--- src/rtl/flash_rx.sv ---
// +--------------------------------------------------------------------------+
// | flash_rx : receiver for an active-low stretched flash line.              |
// | Two-flop synchronizer, glitch qualification (MIN_LEN), width report and  |
// | optional stuck-low detection when FLASH_RX_TIMEOUT_EN is defined.        |
// | Revision : 1.0                                                           |
// +--------------------------------------------------------------------------+
`default_nettype none

module flash_rx #(
    parameter int unsigned MIN_LEN = 4,
    parameter int unsigned MAX_LEN = 50000
) (
    input  logic        clk,
    input  logic        rst_n,
    input  logic        in,
    output logic        trig,
    output logic        done,
    output logic [15:0] width,
    output logic        busy,
    output logic        stuck
);

    if (MIN_LEN < 1 || MIN_LEN > 255 || MAX_LEN <= MIN_LEN || MAX_LEN > 65534) begin : g_param_chk
        $error("flash_rx: MIN_LEN/MAX_LEN out of legal range");
    end

    localparam logic [15:0] c_MIN = 16'(MIN_LEN);
`ifdef FLASH_RX_TIMEOUT_EN
    localparam logic [15:0] c_MAX = 16'(MAX_LEN);
`endif

    typedef enum logic [1:0] {
        ST_IDLE   = 2'd0,
        ST_QUAL   = 2'd1,
        ST_ACTIVE = 2'd2
`ifdef FLASH_RX_TIMEOUT_EN
        ,
        ST_STUCK  = 2'd3
`endif
    } state_t;

    state_t      r_state;
    logic        r_s1;
    logic        r_s0;
    logic [15:0] r_cnt;
    logic [15:0] r_width;
    logic        r_trig;
    logic        r_done;
    logic        r_busy;
    logic [15:0] w_cnt_inc;

    // Low-sample counter pins at all-ones rather than wrapping.
    assign w_cnt_inc = (r_cnt == 16'hFFFF) ? r_cnt : r_cnt + 16'd1;

`ifdef FLASH_RX_TIMEOUT_EN
    logic r_stuck;
    assign stuck = r_stuck;
`else
    assign stuck = 1'b0;
`endif

    always_ff @(posedge clk or negedge rst_n) begin
        if (!rst_n) begin
            r_s1    <= 1'b1;
            r_s0    <= 1'b1;
            r_state <= ST_IDLE;
            r_cnt   <= 16'd0;
            r_width <= 16'd0;
            r_trig  <= 1'b0;
            r_done  <= 1'b0;
            r_busy  <= 1'b0;
`ifdef FLASH_RX_TIMEOUT_EN
            r_stuck <= 1'b0;
`endif
        end else begin
            r_s1   <= in;
            r_s0   <= r_s1;
            r_trig <= 1'b0;
            r_done <= 1'b0;
            case (r_state)
                ST_IDLE: begin
                    if (!r_s0) begin
                        r_cnt <= 16'd1;
                        if (c_MIN == 16'd1) begin
                            r_state <= ST_ACTIVE;
                            r_trig  <= 1'b1;
                            r_busy  <= 1'b1;
                        end else begin
                            r_state <= ST_QUAL;
                        end
                    end
                end
                ST_QUAL: begin
                    if (r_s0) begin
                        r_state <= ST_IDLE;
                    end else begin
                        r_cnt <= w_cnt_inc;
                        if (w_cnt_inc == c_MIN) begin
                            r_state <= ST_ACTIVE;
                            r_trig  <= 1'b1;
                            r_busy  <= 1'b1;
                        end
                    end
                end
                ST_ACTIVE: begin
                    if (r_s0) begin
                        r_width <= r_cnt;
                        r_done  <= 1'b1;
                        r_busy  <= 1'b0;
                        r_state <= ST_IDLE;
                    end else begin
                        r_cnt <= w_cnt_inc;
`ifdef FLASH_RX_TIMEOUT_EN
                        if (w_cnt_inc == c_MAX) begin
                            r_state <= ST_STUCK;
                            r_stuck <= 1'b1;
                            r_busy  <= 1'b0;
                        end
`endif
                    end
                end
`ifdef FLASH_RX_TIMEOUT_EN
                ST_STUCK: begin
                    // Release from a stuck line is silent: no width, no done.
                    if (r_s0) begin
                        r_state <= ST_IDLE;
                        r_stuck <= 1'b0;
                    end
                end
`endif
                default: r_state <= ST_IDLE;
            endcase
        end
    end

    assign trig  = r_trig;
    assign done  = r_done;
    assign busy  = r_busy;
    assign width = r_width;

endmodule

`default_nettype wire

--- config.mk ---
export PLATFORM = sky130hd
export DESIGN_NAME = flash_rx
export DESIGN_NICKNAME = d
export VERILOG_FILES = /design/src/rtl/flash_rx.sv
export SDC_FILE = /design/constraint.sdc
export NUM_CORES = 1
export LEC_CHECK = 0
export ABC_AREA = 1
export BUFFER_PORTS_ARGS = -buffer_cell sky130_fd_sc_hd__buf_2
export CORE_UTILIZATION = 33
export CTS_CLUSTER_DIAMETER = 150
export DETAILED_ROUTE_END_ITERATION = 7
export MAX_ROUTING_LAYER = met4
export SETUP_SLACK_MARGIN = 0.02
export SYNTH_ARGS = -nofsm -noshare
export SYNTH_HDL_FRONTEND = slang
export SYNTH_SLANG_ARGS = --single-unit
--- constraint.sdc ---
create_clock -name clk -period 5.9 [get_ports clk]
set_clock_uncertainty 0.05 [all_clocks]
set_input_delay 0.59 -clock clk [delete_from_list [all_inputs] [get_ports clk]]
set_output_delay 0.59 -clock clk [all_outputs]
set_load 0.03 [all_outputs]
==> results by group <==
Outcome
  – Run status: complete, no violations

Clock tree
  – TritonCTS Sinks: 39
  – Number of H-tree branching levels: 2
  – CTS tree: built
  – Total of cells resized after clock tree synthesis: 0
  – Root buf cell: sky130_fd_sc_hd__clkbuf_8
  – Post-CTS Setup Inserts: 0
  – Maximum root-to-sink buffer count: 2
  – Register clock-pin slew on the reported worst setup and hold paths: about 0.080 ns
  – Number of buffers inserted during clock tree synthesis: 5
  – Hold-fix buffers, CTS: 0
  – Clk_lat worst skew: 0.30 ns

STA
  – Worst slew slack as a fraction of its limit: between 30% and 40%
  – Final clock period utilization by the worst path: approximately 36%
  – Sum of negative setup slack: 0 ns
  – Worst hold slack: ~0.31 ns
  – Setup violators final: 0
  – Actual slew at the worst max-slew pin: 0.950 ns
  – Count of endpoints failing hold in the final timing report: 0
  – Number of max-slew violations in the final report: 0
  – Setup repair after global routing missed its margin: no
  – Post-layout minimum cycle time: 2.15 ns
  – Maximum clock frequency: 465 MHz

Drt
  – Count of routing violations after the opening detailed-route iteration: 145
  – Detailed-route via count: 1819
  – Pre-antenna DRT Iters: 4
  – Average via count per standard cell: 4.84
  – WL per Instance: 13.2 um
  – Count of unresolved DRC violations after routing: 0
  – Routed WL: 4980 um
  – Remaining antenna violation count: 0

Logic synthesis
  – Dominant combinational cell family by area after synthesis: simple AND/OR/NAND/NOR gates
  – Mux cell area share after synthesis: 0%
  – Compound-cell area share of the yosys netlist: 10.3%
  – Sequential area share after synthesis: 46.2%
  – Netlist area before placement: ~2100 um2
  – YS warnings: 0
  – Adder-cell share of the synthesized area: 2.37%
  – Count of distinct cell types in the synthesized netlist: 27
  – Number of enable flip-flop cells after synthesis: 0
  – Synth Flop Type: sky130_fd_sc_hd__dfrtp_1
  – Mean instance size in the synthesized netlist: 7.58 um2
  – Net count after synthesis: about 290
  – XOR/XNOR Fraction of Synth Area: between 1 and 1.5%
  – Cell count after synthesis: 279
  – Simple-gate share of the synthesized area: 31.9%
  – Async SR Flop Fraction: 100%
  – Number of synthesized register bits: 39

Worst hold path
  – Worst-case hold path end point: r_s0$_DFF_PN1_
  – Startpoint of the lowest-slack hold path: r_s1$_DFF_PN1_
  – Hold Path Depth: 0
  – HP Class: flip-flop to flip-flop

Place
  – Final weighted congestion in routability-driven placement: 0.946
  – PortBufs: 21
  – Estimated wirelength of the detail-placed design: 3690 um

Power
  – Net switching power of the design: 0.299 mW
  – Total internal power: 0.515 mW
  – Sequential power share: 39.8%
  – Proportion of power drawn by the clock network: 28.7%
  – Lkg Pwr: 1.25 nW
  – Worst VDD drop: 0.000172 V
  – Pwr dens: between 300 and 400 nW/um2
  – Switching share of power: 36.8%
  – Power share of the combinational group: 31.5%

Floorplan
  – # rows: 28
  – Number of I/O pins: 23
  – Core Box Area: 6060 um2
  – Initial core utilization: a little over a third
  – Area of the die: 6740 um2
  – Die Span Y: 82.1 um
  – Horizontal die dimension: 82.1 um

Global route
  – Antenna violations before repair: 0
  – Global Route Usage Sum: about 18%
  – Number of global-route vias before repair: between 1500 and 2000
  – First-pass GRT wire length: between 8000 and 9000 um
  – Pin count of the biggest net entering global routing: 40
  – Leftover overflow at the end of global routing: 0

Layout
  – Most frequent cells in the layout: sky130_fd_sc_hd__nand2_1, sky130_fd_sc_hd__dfrtp_1, sky130_fd_sc_hd__inv_1
  – Share of final-layout standard cells stronger than drive strength 1: 15.9%
  – Net total in the final layout: a little over 300
  – Storage element area: roughly 980 um2
  – Combined area of the multi-input logic cells: 972 um2
  – Share of the core filled with cells in the final layout: 39.6%
  – Most common cell after layout, fill and taps aside: sky130_fd_sc_hd__nand2_1
  – Fill cell count: 643
  – Synthesis-to-finish area growth: 13.5%
  – ANT cells: 0

Setup path
  – Worst R2R Start: r_cnt[0]$_DFFE_PN0P_
  – Number of cell instances on the worst register-to-register path: 14
  – Data arrival time of the critical path: roughly 2.3 ns
  – Reg2Reg Setup Slack: approximately 3.7 ns
  – Capture instance of the worst register-to-register path: r_state[1]$_DFFE_PN0P_
  – Crit-path max FO: 8
  – Maximum cell stage delay along the critical path: between 0.4 and 0.5 ns
  – Top Family by Delay on Critical Path: simple AND/OR/NAND/NOR gates
  – Critical-path cell list: ha_1 -> nand2_2 -> nor2_4 -> nand2_4 -> inv_2 -> nand2_2 -> nand3_1 -> inv_1 -> nand2_1 -> nor2_1 -> nand2_1 -> nor2_1 -> nand3_1 -> nand2_1
  – Critical path class: flip-flop to flip-flop
  – Critical path buffer and inverter count: 2
  – Cell type with the highest occurrence count on the critical path: sky130_fd_sc_hd__nand2_1
  – Critical path capture point type: flip-flop
  – Crit-path slowest cell: sky130_fd_sc_hd__dfrtp_1
  – Kind of launch point of the worst setup path: flip-flop
  – Worst Path Required: 6.08 ns

Job
  – Max-cap violations: 0
per-layer routing:
metal	global-route usage, %	share of wire [%]	wire length, um
met1	24.3	48	2400
met2	25.5	44	2190
met3	4.11	6.7	332
met4	6.14	1.1	56
met5	-	0	0
area by class of cell:
cell class	count	share of cell area, %
Clock inverter	2	1.46
Multi-Input combinational cell	197	40.5
Tap cell	75	3.91
Timing Repair Buffer	21	4.38
Clock buffer	6	3.44
Sequential cell	39	40.7
Inverter	36	5.63
worst reg2reg max path: stages (launching register included):
cell and delay (ns):
sky130_fd_sc_hd__dfrtp_1 0.43, sky130_fd_sc_hd__ha_1 0.25, sky130_fd_sc_hd__nand2_2 0.11, sky130_fd_sc_hd__nor2_4 0.06, sky130_fd_sc_hd__nand2_4 0.11, sky130_fd_sc_hd__inv_2 0.07
sky130_fd_sc_hd__nand2_2 0.16, sky130_fd_sc_hd__nand3_1 0.16, sky130_fd_sc_hd__inv_1 0.12, sky130_fd_sc_hd__nand2_1 0.05, sky130_fd_sc_hd__nor2_1 0.13, sky130_fd_sc_hd__nand2_1 0.07
sky130_fd_sc_hd__nor2_1 0.11, sky130_fd_sc_hd__nand3_1 0.10, sky130_fd_sc_hd__nand2_1 0.08
stage by stage:
| stage | area, um2 | power, mW | setup WS, ns | instances |
|---|---|---|---|---|
| after CTS | 2400 | 0.825 | 3.75 | 376 |
| after floorplan | 2120 | 0.519 | 4.03 | 279 |
| after global routing | 2400 | 0.878 | 3.51 | 376 |
| after detailed placement | 2280 | 0.588 | 3.77 | 368 |
| final | 2400 | 0.814 | 3.75 | 376 |
| after global placement | 2280 | 0.587 | 3.76 | 368 |
synth_stat cells, types with 2 or more instances:
master                     number  share of area, %
sky130_fd_sc_hd__nand4_1        4               1.2
sky130_fd_sc_hd__o21ai_0       27               6.4
sky130_fd_sc_hd__nor3_1         4              0.95
sky130_fd_sc_hd__nand3_1       32               7.6
sky130_fd_sc_hd__inv_1         34               6.0
sky130_fd_sc_hd__dfstp_2        2               2.5
sky130_fd_sc_hd__o22ai_1        8               2.4
sky130_fd_sc_hd__dfrtp_1       37                44
sky130_fd_sc_hd__inv_2          2              0.35
sky130_fd_sc_hd__ha_1           4               2.4
sky130_fd_sc_hd__nand2_2        4               1.2
sky130_fd_sc_hd__xor2_1         3               1.2
sky130_fd_sc_hd__nand2_1       67                12
sky130_fd_sc_hd__clkbuf_1       6               1.1
sky130_fd_sc_hd__nor2_1        29               5.1
sky130_fd_sc_hd__nor2_2         4               1.2
sky130_fd_sc_hd__a21oi_1        2              0.47
flip-flops by register name, indices dropped and copies added (netlist names):
register,flops
done,1
busy,1
trig,1
r_state,2
width,16
r_cnt,16
r_s1,1
r_s0,1
power by group through the flow:
stage | clock network, mW | registers (mW) | logic, mW
after floorplan | 0 | 0.353 | 0.167
after global placement | 0 | 0.328 | 0.259
after detailed placement | 0 | 0.329 | 0.259
after CTS | 0.243 | 0.324 | 0.259
after global routing | 0.255 | 0.329 | 0.294
final | 0.234 | 0.324 | 0.257
how the worst max path moves through the flow:
stage               depth (start not counted)  slack (ns)                endpoint            startpoint
floorplan                                  15        4.03  r_state[1]$_DFFE_PN0P_  r_cnt[0]$_DFFE_PN0P_
global route                               14        3.51  r_state[1]$_DFFE_PN0P_  r_cnt[0]$_DFFE_PN0P_
global placement                           15        3.76  r_state[1]$_DFFE_PN0P_  r_cnt[0]$_DFFE_PN0P_
detailed placement                         15        3.77  r_state[1]$_DFFE_PN0P_  r_cnt[0]$_DFFE_PN0P_
CTS                                        14        3.75  r_state[1]$_DFFE_PN0P_  r_cnt[0]$_DFFE_PN0P_
finish                                     14        3.75  r_state[1]$_DFFE_PN0P_  r_cnt[0]$_DFFE_PN0P_
cells by family after synthesis:
| group | Yosys count |
|---|---|
| buffers and inverters | 43 |
| other | 1 |
| DFF | 39 |
| xor gates and xnor gates | 3 |
| adders and majority gates | 4 |
| and+or+nand+nor | 149 |
| AOI/OAI and AO/OA | 40 |
Power figures use the tool's default switching activity.
